--- src/rtl/oam_dma_pkg.sv ---
// Shared types and constants for the OAM DMA controller.
package oam_dma_pkg;

  typedef enum logic [1:0] {
    ST_IDLE    = 2'd0,
    ST_PENDING = 2'd1,
    ST_RUN     = 2'd2
  } dma_state_t;

  localparam int          DMA_LEN_DEFAULT = 160;
  localparam logic [15:0] REG_FF46        = 16'hFF46;
  localparam logic [7:0]  ECHO_BASE       = 8'hE0;
  localparam logic [7:0]  ECHO_OFFSET     = 8'h20;
  localparam logic [7:0]  VRAM_LO         = 8'h80;
  localparam logic [7:0]  VRAM_HI         = 8'h9F;

  // Echo RAM (E000-FFFF) mirrors work RAM 0x2000 lower.
  function automatic logic [7:0] echo_remap(input logic [7:0] hi);
    echo_remap = (hi >= ECHO_BASE) ? (hi - ECHO_OFFSET) : hi;
  endfunction

endpackage

--- src/rtl/oam_dma_addr.sv ---
// Source high-byte remap (echo mirror) and VRAM source decode.
module oam_dma_addr
  import oam_dma_pkg::*;
(
  input  logic [7:0] src_hi,
  output logic [7:0] hi_map,
  output logic       hi_vram
);

  // Pure combinational remap and range decode of the mapped high byte.
  always_comb begin
    hi_map  = echo_remap(src_hi);
    hi_vram = (hi_map >= VRAM_LO) && (hi_map <= VRAM_HI);
  end

endmodule

--- src/rtl/oam_dma.sv ---
// OAM DMA controller: FF46 write launches a DMA_LEN-byte copy into OAM,
// one byte per M-cycle, after a single M-cycle startup delay.
module oam_dma
  import oam_dma_pkg::*;
#(
  parameter int          DMA_LEN  = DMA_LEN_DEFAULT,
  parameter logic [15:0] REG_ADDR = REG_FF46
)(
  input  logic        clk,
  input  logic        nreset,
  input  logic        m_tick,
  input  logic [15:0] a,
  input  logic [7:0]  d,
  input  logic        cpu_wr,
  input  logic        cpu_rd,
  output logic [7:0]  reg_q,
  output logic        reg_rd_en,
  output logic        dma_run,
  output logic        vram_to_oam,
  output logic        oam_addr_ndma,
  output logic [15:0] dma_a,
  output logic        dma_oam_wr
);

  localparam logic [7:0] LAST_LO = 8'(DMA_LEN - 1);

  dma_state_t state, state_nxt;
  logic [7:0] src_hi, src_hi_nxt;
  logic [7:0] lo, lo_nxt;
  logic [7:0] dma_hi, dma_hi_nxt;
  logic [7:0] hi_map;
  logic       hi_vram;
  logic       reg_hit;
  logic       reg_wr;

  assign reg_hit = (a == REG_ADDR);
  assign reg_wr  = m_tick && cpu_wr && reg_hit;

  oam_dma_addr u_addr (
    .src_hi  (src_hi),
    .hi_map  (hi_map),
    .hi_vram (hi_vram)
  );

  // State register; reset aborts any transfer immediately.
  always_ff @(posedge clk or negedge nreset) begin
    if (!nreset) state <= ST_IDLE;
    else         state <= state_nxt;
  end

  // Next-state logic plus the datapath updates that go with each transition.
  // A register write always wins, even on the final RUN tick.
  always_comb begin
    state_nxt  = state;
    src_hi_nxt = src_hi;
    lo_nxt     = lo;
    dma_hi_nxt = dma_hi;
    if (m_tick) begin
      if (reg_wr) begin
        src_hi_nxt = d;
        state_nxt  = ST_PENDING;
      end else begin
        case (state)
          ST_PENDING: begin
            // High byte is latched at start so dma_a holds after the run ends.
            lo_nxt     = 8'h00;
            dma_hi_nxt = hi_map;
            state_nxt  = ST_RUN;
          end
          ST_RUN: begin
            if (lo < LAST_LO) lo_nxt = lo + 8'd1;
            else              state_nxt = ST_IDLE;
          end
          default: state_nxt = ST_IDLE;
        endcase
      end
    end
  end

  // Source register, byte index and latched address high byte.
  always_ff @(posedge clk or negedge nreset) begin
    if (!nreset) begin
      src_hi <= 8'hFF;
      lo     <= 8'h00;
      dma_hi <= 8'hFF;
    end else begin
      src_hi <= src_hi_nxt;
      lo     <= lo_nxt;
      dma_hi <= dma_hi_nxt;
    end
  end

  // Output decode; everything is derived from registered state.
  always_comb begin
    dma_run       = (state == ST_RUN);
    vram_to_oam   = dma_run && hi_vram;
    oam_addr_ndma = !dma_run;
    dma_a         = {dma_hi, lo};
    dma_oam_wr    = dma_run && m_tick;
    reg_q         = src_hi;
    reg_rd_en     = cpu_rd && reg_hit;
  end

endmodule

--- config.mk ---
export PLATFORM = sky130hd
export DESIGN_NAME = oam_dma
export DESIGN_NICKNAME = d
export VERILOG_FILES = /design/src/rtl/oam_dma_pkg.sv /design/src/rtl/oam_dma_addr.sv /design/src/rtl/oam_dma.sv
export SDC_FILE = /design/constraint.sdc
export NUM_CORES = 1
export LEC_CHECK = 0
export ABC_AREA = 1
export ABC_CLOCK_PERIOD_IN_PS = 1800
export CAP_MARGIN = 20
export CORE_UTILIZATION = 28
export CTS_CLUSTER_SIZE = 12
export DETAILED_ROUTE_END_ITERATION = 12
export SLEW_MARGIN = 20
export SYNTH_ARGS = -nofsm -noshare
export SYNTH_HDL_FRONTEND = slang
export SYNTH_SLANG_ARGS = --single-unit
--- constraint.sdc ---
create_clock -name clk -period 1.8 [get_ports clk]
set_input_delay 0.27 -clock clk [delete_from_list [all_inputs] [get_ports clk]]
set_output_delay 0.27 -clock clk [all_outputs]
set_load 0.02 [all_outputs]
== Word level (Yosys, flattened, before mapping) ==
Cells that the tools add are included.
Storage, ports and cells
  bits in registers: 26
  bits in latches: 0
  memory bits (writable): 0
  bits in read-only memories: 0
  input bits: 29
  output and inout bits: 29
  logic and storage cells: 34
  memories kept: 0
Cells by class
  $add $sub $neg: 2
  $mul: 0
  div/mod/pow operators: 0
  magnitude comparators: 4
  equality and inequality tests: 5
  shifts and indexed selects: 0
  muxes and demuxes: 6
  bitwise logic cells: 1
  reductions and logical operators: 12
Operators by type and width (count)
  equality test 16 bit, second input constant: 1
  greater-or-equal comparator 8 bit, second input constant: 2
  2-to-1 mux 8 bit: 2
  case mux 8 bit (2 select lines): 1
  adder 8 x 1 -> 8 bit, second input constant: 1
  <= comparator 8 bit, second input constant: 1
  < comparator 8 bit, second input constant: 1
  subtractor 8 x 6 -> 8 bit, second input constant: 1
  logical AND 1 bit: 6
  2-to-1 mux 2 bit: 2
  case mux 2 bit (2 select lines): 1
  AND reduction 2 bit: 2
  AND reduction 4 bit: 1
  != test 3 bit, second input constant: 1
  AND reduction 3 bit: 1
  equality test 2 x 1 -> 1 bit, second input constant: 1
  equality test 2 bit, second input constant: 1
  != test 2 x 1 -> 1 bit, second input constant: 1
  nonzero test 2 bit: 1
  zero test 1 bit: 1
  NOT 1 bit: 1

== Depth between registers and ports, before layout ==
  depth in word-level cells: 5
  gate-level depth with buffers: 9
  mapped depth without buffers: 9

== Hierarchy ==
A second synthesis with hierarchy kept.
Second synthesis, totals
  cell total of the unflattened synthesis: 215
  area total of the unflattened synthesis: 1594.0 um^2
By module, submodules not included
  oam_dma: instances 1, cells each 199, area an instance 1497.7 um^2, seq. area each 670.6 um^2
  oam_dma_addr: instances 1, cells each 16, area an instance 96.3 um^2, seq. area each 0.0 um^2

== Worst setup path before layout ==
OpenSTA, ideal clock, no wires.
  path type: flip-flop to output port
  start point: register state[0]
  end point: output vram_to_oam
  arrival time: 2004 ps
  data required time: 1530 ps
  path slack: -474 ps
  cell stages (with the launch flop): 5
  buffers on the path: 0
  cells stage by stage: dfrtp_1 -> inv_1 -> ha_1 -> clkinv_1 -> nor4_1
On the way
  longest elaborated chain between the ends: 2
RTL lines
  start, declared: line oam_dma.sv:27  | dma_state_t state, state_nxt;
  start signal, assigned: line oam_dma.sv:48  | else state <= state_nxt;
  equality test 2 bit: line oam_dma.sv:95  | dma_run = (state == ST_RUN);
  named net dma_run: line oam_dma.sv:18  | output logic dma_run,
  logical AND 1 bit: line oam_dma.sv:96  | vram_to_oam = dma_run && hi_vram;
  end, declared: line oam_dma.sv:19  | output logic vram_to_oam,
The timed path passes the listed nets, and every way through them passes these cells.

== Worst setup path in the final report ==
  start point: register src_hi[6], in the netlist reg_q[6]
  end point: output vram_to_oam
On the way
  longest elaborated chain between the ends: 5
  elaborated cells on any way between the ends: 7
  those cells by class: 1 x add/sub; 3 x order compare; 1 x mux; 2 x reduce/logical
RTL lines
  start, declared: line oam_dma.sv:28  | logic [7:0] src_hi, src_hi_nxt;
  start signal, assigned: line oam_dma.sv:87  | src_hi <= src_hi_nxt;
  subtractor 8 x 6 -> 8 bit or greater-or-equal comparator 8 bit (tied branches): line oam_dma_pkg.sv:19  | echo_remap = (hi >= ECHO_BASE) ? (hi - ECHO_OFFSET) : hi;
  2-to-1 mux 8 bit (*): line oam_dma_pkg.sv:19
  greater-or-equal comparator 8 bit or <= comparator 8 bit (tied branches): line oam_dma_addr.sv:13  | hi_vram = (hi_map >= VRAM_LO) && (hi_map <= VRAM_HI);
  logical AND 1 bit (*): line oam_dma_addr.sv:13
  logical AND 1 bit (*): line oam_dma.sv:96
Every way passes the cells marked *; elsewhere a longest branch is shown, timed or not.

==> impl_metrics.env <==
export IMPL_outcome="finished with violations"
export IMPL_violations="setup timing"
export IMPL_io_buffers=57
export IMPL_crit_fanout=3
export IMPL_synth_seq_area_share_pct=43.05
export IMPL_cap_violations=0
export IMPL_postRouteAntennaNets=0
export IMPL_grt_setup_unrepaired="yes"
export IMPL_htree_levels=1
export IMPL_netlist_area_mm2=0.001558
export IMPL_grt_max_degree=27
export IMPL_synthArstFlopShare_pct=100.0
export IMPL_die_w_um=76.59
export IMPL_syn_avg_cell_area_um2=7.750
export IMPL_slew_headroom_pct=77.90
export IMPL_routedWlPerCell_um=10.56
export IMPL_cts_tree="yes"
export IMPL_cts_root_buf="clkbuf_8"
export IMPL_critPathRequiredTime_ns=1.53
export IMPL_remaining_drc_errors=0
export IMPL_drtIter0Drc=28
export IMPL_clock_sinks=26
export IMPL_clkTransAtPathRegs_ns=0.09
export IMPL_design_die_area_mm2=0.005866
export IMPL_dp_final_hpwl_mm=2.720
export IMPL_num_rows=26
export IMPL_grt_pass1_wl_mm=6.299
export IMPL_power_density_mw_per_mm2=461.3
export IMPL_synth_top_cells_by_count="81 x nand2_1, 26 x inv_1, 17 x nor2_1, 16 x dfstp_2"
export IMPL_insertion_delay_ns=0.27
export IMPL_leakage_nw=1.109
export IMPL_worstMarginPinSlew_ns=0.3315
export IMPL_synth_flop_cell="dfstp_2"
export IMPL_netlist_area_leader_share_pct=26.99
export IMPL_vias=1471
export IMPL_slew_viol_final=0
export IMPL_wirelength_mm=3.623
export IMPL_grt_use_total_pct=13.21
export IMPL_routabilityCongestion=0.7993
export IMPL_vias_per_cell=4.289
export IMPL_drt_pre_antenna_iters=4
export IMPL_fillerInstances=544
export IMPL_synth_edf_count=0
export IMPL_grt_pass1_vias=1352
export IMPL_fin_ws_ns=-0.08923
export IMPL_synth_distinct_cells=25
export IMPL_antenna_found_initial=0
export IMPL_synth_top_cell_by_area="dfstp_2"
export IMPL_initial_utilization_pct=29.74
export IMPL_insertedDiodeCount=0
export IMPL_ir_drop_uv=311.1
export IMPL_min_period_ns=1.889
export IMPL_synth_area_leaders="dfstp_2 27%, nand2_1 20%, dfrtp_1 16%, inv_1 6.3%, o21ai_2 4.5%"
export IMPL_syn_to_final_growth_pct=53.74
export IMPL_numCtsBuffers=3
export IMPL_report_final_hold_viol_count=0
export IMPL_syn_inst=201
export IMPL_core_mm2=0.005238
export IMPL_p_total_w=0.001105
export IMPL_drive_gt1_share_pct=23.44
export IMPL_crit_path_end_kind="primary output"
export IMPL_die_h_um=76.59
export IMPL_setup_violations=1
export IMPL_final_period_utilization_pct=105.0
export IMPL_synth_most_common_cell="nand2_1"
export IMPL_max_freq_ghz=0.5293
export IMPL_worstHoldPathType="primary input to asynchronous set/reset pin"
export IMPL_top_level_ports=58
export IMPL_setup_worst_path_start_class="flip-flop"
export IMPL_fin_nets=307
export IMPL_ys_warnings_count=0
export IMPL_synth_seq_cells=26
export IMPL_fin_worst_skew_ns=0.002444
export IMPL_arrival_ns=1.62
export IMPL_syn_nets=234
export IMPL_grt_overflow_total=0
export IMPL_fin_tns_setup_ns=-0.08923
export IMPL_critical_path_class="flip-flop to primary output"
export IMPL_clockBufferDepth=2
## path summary, 6_finish.rpt
kind,start,cells past startpoint,slack (ns),to
worst max-delay path,reg_q[6]$_DFFE_PN1P_,6,-0.09,vram_to_oam
worst min-delay path,nreset,2,0.36,lo[6]$_DFFE_PN0P_
worst max register to register,lo[0]$_DFFE_PN0P_,7,0.28,lo[6]$_DFFE_PN0P_
worst min register to register,dma_hi[4]$_DFFE_PN1P_,2,0.47,dma_hi[4]$_DFFE_PN1P_
max in group asynchronous,nreset,2,1.14,dma_hi[3]$_DFFE_PN1P_
min in group clk,dma_hi[4]$_DFFE_PN1P_,2,0.47,dma_hi[4]$_DFFE_PN1P_
## layer usage
metal	global-route usage (%)	part of all wire (%)
met3	2.036	5.4
met2	21.62	46
met4	5.769	1.7
met1	17.15	47
met5	0	0
## stage by stage
stage               setup WS [ns]  hold slack (ns)  area (um^2)  std cells  util [%]
CTS                       -0.1088           0.3729         2385        342     45.53
detailed placement        -0.2928           0.4590         2315        338     44.19
floorplan                  0.1292         -0.02559         1577        201         -
global route              -0.1851           0.4124         2395        343     45.72
finish                   -0.08923           0.3556         2395        343     45.72
global placement          -0.2687           0.4563         2315        338     44.19
## registers in the layout, summed over array words and instances (netlist names)
name	count
dma_hi	8
lo	8
reg_q	8
state	2
## logic make-up after synthesis
kind of cell / share of synthesized area (%)
adder cells (fa/ha/maj): 3.213
XOR/XNOR: 0.5624
buffers and inverters: 10.76
AND/OR/NAND/NOR: 36.31
flip-flops: 43.05
AO/OA/AOI/OAI: 6.104
## power by group
group / total [W] / internal, W / switching (W)
Clock: 0.000429 / 0.000242 / 0.000187
Combinational: 0.0000904 / 0.0000605 / 0.0000299
Sequential: 0.000586 / 0.000586 / 0.0000000254
## placed cells by master (no fill, tap or decap), types with 2 or more instances in the layout
| master | netlist | final |
|---|---|---|
| buf_4 | 5 | 18 |
| clkbuf_8 | 0 | 3 |
| clkdlybuf4s50_1 | 0 | 49 |
| dfrtp_1 | 10 | 10 |
| dfstp_2 | 16 | 16 |
| dlygate4sd2_1 | 0 | 3 |
| dlymetal6s2s_1 | 0 | 2 |
| ha_1 | 4 | 2 |
| inv_1 | 26 | 24 |
| inv_2 | 0 | 2 |
| nand2_1 | 81 | 81 |
| nand3_1 | 4 | 4 |
| nand3_4 | 3 | 3 |
| nand4_1 | 10 | 10 |
| nor2_1 | 17 | 17 |
| nor2_2 | 2 | 2 |
| o21ai_2 | 8 | 8 |
| o21bai_1 | 2 | 2 |
## final cells by class
class | count | area [um^2] | area share [%]
clock buffers | 4 | 66.31 | 2.769
inverters | 28 | 108.9 | 4.545
multi-input cells | 140 | 749.5 | 31.30
flip-flops and latches | 26 | 670.6 | 28.00
well taps | 70 | 87.58 | 3.657
repair buffers | 75 | 711.9 | 29.73
## worst max-delay path: stages (launching register included)
cell and delay, ns:
dfstp_2 0.56, inv_2 0.05, ha_4 0.25, a21oi_1 0.06, buf_4 0.14, nor4_4 0.11, buf_4 0.18
## timing repair
| action | 4_1_cts | 5_1_grt |
|---|---|---|
| gates cloned | 0 | 0 |
| pin swaps | 1 | 0 |
| setup endpoints to repair | 6 | 5 |
| gates resized for setup | 13 | 5 |
| hold buffers | 0 | 0 |
| setup buffers | 0 | 1 |
No activity file was read; power rests on OpenSTA's default activity.
==> variant 1, RTL diff (same flow settings) <==
Add an input register stage for `a`, cleared by the reset; this delays it by one clock. The other inputs are not delayed to match. Comments in the files are not updated.
--- a/src/rtl/oam_dma.sv
+++ b/src/rtl/oam_dma.sv
@@ -26,2 +26,12 @@
 
+  logic [15:0] a_q;
+
+  always_ff @(posedge clk or negedge nreset) begin
+    if (!nreset) begin
+      a_q <= '0;
+    end else begin
+      a_q <= a;
+    end
+  end
+
   dma_state_t state, state_nxt;
@@ -35,3 +45,3 @@
 
-  assign reg_hit = (a == REG_ADDR);
+  assign reg_hit = (a_q == REG_ADDR);
   assign reg_wr  = m_tick && cpu_wr && reg_hit;
Formal check against the unedited RTL: not equivalent (a bounded check fails within 4 cycles, from zero or initial values and one cycle with nreset low).
==> variant 1 against the unedited design <==
The flow still finishes with violations (setup timing); area after synthesis is 26% higher; clock power is 54% higher; worst hold slack better by 0.059 ns; power is 57% higher; design area is 18% higher; routed wire length is 14% higher; setup slack better by 0.036 ns; sequential cell count is 16 higher; largest cell class is now flip-flops and latches; highest routed layer unchanged.
==> variant 1: results (changes against the unedited design) <==
CP startpoint=reg_q[6]$_DFFE_PN1P_ (unchanged); failing checks=setup timing (unchanged); Biggest register=a_q; Worst VDD drop=219 uV (was 311 uV); Synth area leaders=dfrtp_1 33%, dfstp_2 21%, nand2_1 16% (was dfstp_2 27%, nand2_1 20%, dfrtp_1 16%); DRT Pass-1 Iters=4 (unchanged); Worst-Margin Slew=0.464 ns (was 0.331 ns); delay-heaviest family, CP=flip-flops (unchanged); worst setup margin=-0.0528 ns (was -0.0892 ns); Max-Cap Viols=0 (unchanged); Final GP Congestion=0.804 (was 0.799); pin count of the biggest net entering global routing=23 (was 27); WP data arrival=1.58 ns (was 1.62 ns); WHS Endpoint=a_q[15]$_DFF_PN0_; CTS buffer count=5 (was 3); Synth Net Count=250 (was 234); cell area after placement=0.00272 mm^2 (was 0.00231 mm^2); R2R Path End=lo[7]$_DFFE_PN0P_ (was lo[6]$_DFFE_PN0P_); H-tree Lvls=2 (was 1); total track usage=12.7% (was 13.2%); DP Cell Count=365 (was 338); Port Buffers=57 (unchanged); DP HPWL=3130 um (was 2720 um); DRT iter0 DRCs=15 (was 28); DR WL/cell=11.0 um (was 10.6 um); Yosys cell types=24 (was 25); post-synthesis sequential area ratio=54.8% (was 43.1%); Final nets=326 (was 307); Clock Skew=0.00458 ns (was 0.00244 ns); Post-synth top cells=82 x nand2_1, 26 x dfrtp_1, 26 x inv_1, 17 x nor2_1, 16 x dfstp_2 (was 81 x nand2_1, 26 x inv_1, 17 x nor2_1, 16 x dfstp_2); number of global-route vias before repair=1605 (was 1352); clock latency on the worst-skew pair=0.29 ns (was 0.27 ns); via count=1603 (was 1471); Post-Route WL=4130 um (was 3620 um); PostCTS Resize Cnt=14 (was 13); critical path's largest stage delay=0.55 ns; Hold Path Class=in -> reg (was in -> async); maximum fanout along the worst path=3 (unchanged); Post-Place Setup Slack=-0.252 ns (was -0.293 ns); first-pass GRT wire length=7280 um (was 6300 um); Post-synth ARST share=100% (unchanged); Critical R2R Launch=lo[1]$_DFFE_PN0P_ (was lo[0]$_DFFE_PN0P_); outcome=finished, violations left (unchanged); Cells after Synth=217 (was 201); share of layout cells above drive strength 1=24.1% (was 23.4%); hold_ws=0.414 ns (was 0.356 ns); setup_tns=-0.0528 ns (was -0.0892 ns); clk slew on worst S/H paths=0.07 ns (was 0.09 ns); Pleak=0.00130 uW (was 0.00111 uW); Worst R2R Setup Slack=0.22 ns (was 0.28 ns); # hold bufs at CTS=1 (was 0); Setup Viol. Count Final=1 (unchanged); Worst Setup EP=vram_to_oam (unchanged)
variant 1: layout make-up:
cell class                 count  area, um^2
clock buffer                   6        93.8
clock inverter                 2        10.0
fill                         678        3930
inverter                      28         109
multi-input combinational    140         743
sequential                    42        1070
tap                           80         100
timing repair buffer          76         697
variant 1: cell families after synthesis:
| group | count (synthesis) | synth area share, % |
|---|---|---|
| AO/OA/AOI/OAI | 12 | 4.86 |
| XOR/XNOR | 1 | 0.448 |
| AND/OR/NAND/NOR | 123 | 28.8 |
| adder cells (fa/ha/maj) | 4 | 2.56 |
| buffers and inverters | 35 | 8.57 |
| flip-flops | 42 | 54.8 |
variant 1: routing by layer:
metal	vias to the layer above	GRT usage, %	part of all wire, %
met5	-	0	0
met4	0	5.45	2.6
met3	10	3.66	5.0
met2	40	21.1	48
met1	735	15.5	44
li1	818	-	-
variant 1: power breakdown:
part           switching (uW)  leakage [uW]  internal, uW
Combinational            37.9      0.000754          62.3
Clock                     310     0.0000561           352
Sequential               4.35      0.000491           963
Total                     352       0.00130          1380
==> variant 2, RTL diff (config.mk and constraints unchanged) <==
Made on the original files. Set the package constant `DMA_LEN_DEFAULT` to 128 (it was 160).
--- a/src/rtl/oam_dma_pkg.sv
+++ b/src/rtl/oam_dma_pkg.sv
@@ -9,3 +9,3 @@
 
-  localparam int          DMA_LEN_DEFAULT = 160;
+  localparam int          DMA_LEN_DEFAULT = 128;
   localparam logic [15:0] REG_FF46        = 16'hFF46;
Formal check against the unedited RTL: same outputs for any inputs over 10 cycles, from zero or initial values and one cycle with nreset low; that may be too few to reach the edited logic, so the function may still have changed.
==> variant 2 against the unedited design <==
The flow still finishes with violations (setup timing); setup slack improved by 0.044 ns; sequential cell count stayed put; design area grew 0.47%; sequential share of layout area fell by 0.13 points; via count is 0.34% higher; highest routed layer unchanged; critical path depth is 1 lower; area after synthesis increased by 3.1%; clock skew is 0.0045 ns higher; critical endpoint unchanged; power increased by 0.85%; routed wire length increased by 8.4%; largest cell class unchanged.
==> variant 2: results (changes against the unedited design) <==
critical path's largest stage delay=0.54 ns (was 0.56 ns); Final nets=308 (was 307); failing checks=setup timing (unchanged); Critical R2R Launch=lo[1]$_DFFE_PN0P_ (was lo[0]$_DFFE_PN0P_); Synth area leaders=dfstp_2 26%, nand2_1 16%, dfrtp_1 16% (was dfstp_2 27%, nand2_1 20%, dfrtp_1 16%); worst setup margin=-0.0454 ns (was -0.0892 ns); Pleak=0.00113 uW (was 0.00111 uW); DP HPWL=2980 um (was 2720 um); Clock Skew=0.00699 ns (was 0.00244 ns); Post-synth top cells=69 x nand2_1, 25 x inv_1, 18 x nand4_1, 16 x dfstp_2, 16 x nor2_1 (was 81 x nand2_1, 26 x inv_1, 17 x nor2_1, 16 x dfstp_2); CP startpoint=reg_q[5]$_DFFE_PN1P_ (was reg_q[6]$_DFFE_PN1P_); Core Util, Final=43.7% (was 45.7%); outcome=finished, violations left (unchanged); DRT iter0 DRCs=41 (was 28); Worst VDD drop=244 uV (was 311 uV); R2R depth=9 (was 7); Setup Viol. Count Final=1 (unchanged); Final GP Congestion=0.827 (was 0.799); share of layout cells above drive strength 1=24.1% (was 23.4%); via count=1476 (was 1471); clock latency on the worst-skew pair=0.27 ns (about the same); total track usage=13.6% (was 13.2%); WP data arrival=1.58 ns (was 1.62 ns); post-synthesis sequential area ratio=41.7% (was 43.1%); clk slew on worst S/H paths=0.10 ns; worst rel slew slack=77.5% (was 77.9%); Synth Net Count=238 (was 234); Post-Route WL=3930 um (was 3620 um); H-tree Lvls=1 (unchanged); Yosys cell types=28 (was 25)
==> variant 2: cells by family (layout without fill, tap and decap cells) <==
| kind of cell | after synthesis | count (layout) | synth area share, % |
|---|---|---|---|
| AO/OA/AOI/OAI | 13 | 13 | 6.23 |
| adder cells (fa/ha/maj) | 4 | 4 | 3.12 |
| buffers and inverters | 38 | 107 | 11.4 |
| flip-flops | 26 | 26 | 41.7 |
| AND/OR/NAND/NOR | 124 | 124 | 37.5 |
==> variant 2: routing by layer <==
metal,part of all wire (%),track usage [%],up-vias
met3,3.6,2.24,4
met2,48,23.4,28
li1,-,-,784
met5,0,0,-
met1,47,17.6,660
met4,0.97,3.40,0
==> variant 2: power by group <==
group	switching, uW	leakage, uW	total [uW]	internal, uW
registers	0.0293	0.000305	586	586
logic	34.0	0.000788	94.7	60.7
clock network	192	0.0000339	434	242
==> variant 2: path summary, 6_finish.rpt <==
check	end	slack, ns
hold reg to reg	dma_hi[1]$_DFFE_PN1P_	0.46
min in group clk	dma_hi[1]$_DFFE_PN1P_	0.46
setup / recovery	vram_to_oam	-0.05
hold / removal	state[0]$_DFFE_PN0P_	0.37
setup reg to reg	lo[7]$_DFFE_PN0P_	0.34
max in group asynchronous	reg_q[3]$_DFFE_PN1P_	1.14
==> variant 2: through the flow <==
stage                     instance area [um^2]  total power, uW  instances  setup WS, ns  TNS [ns]
after floorplan                           1610              613        205        0.0741         0
after global placement                    2340              691        342        -0.277    -0.523
after detailed placement                  2340              692        342        -0.329    -0.578
after CTS                                 2400             1140        346       -0.0497   -0.0497
after global routing                      2410             1170        346        -0.123    -0.124
final                                     2410             1110        346       -0.0454   -0.0454
==> variant 2: area by class of cell <==
cell class	instances	area (um^2)
inverters	28	105
clock buffers	4	66.3
repair buffers	75	707
flip-flops and latches	26	671
multi-input cells	141	767
fillers	568	3100
well taps	72	90.1
==> variant 2: timing repair <==
action	4_1_cts	5_1_grt
setup endpoints to repair	7	5
resized for setup	15	4
pin swaps	1	0
endpoints found under the hold margin	0	0
==> variant 2: critical path: cells and delay by family (launching register included) <==
kind	cells	cell delay, ns
adders and majority gates	1	0.31
buffers and inverters	2	0.21
and+or+nand+nor	1	0.06
DFF	1	0.54
AOI/OAI and AO/OA	1	0.19
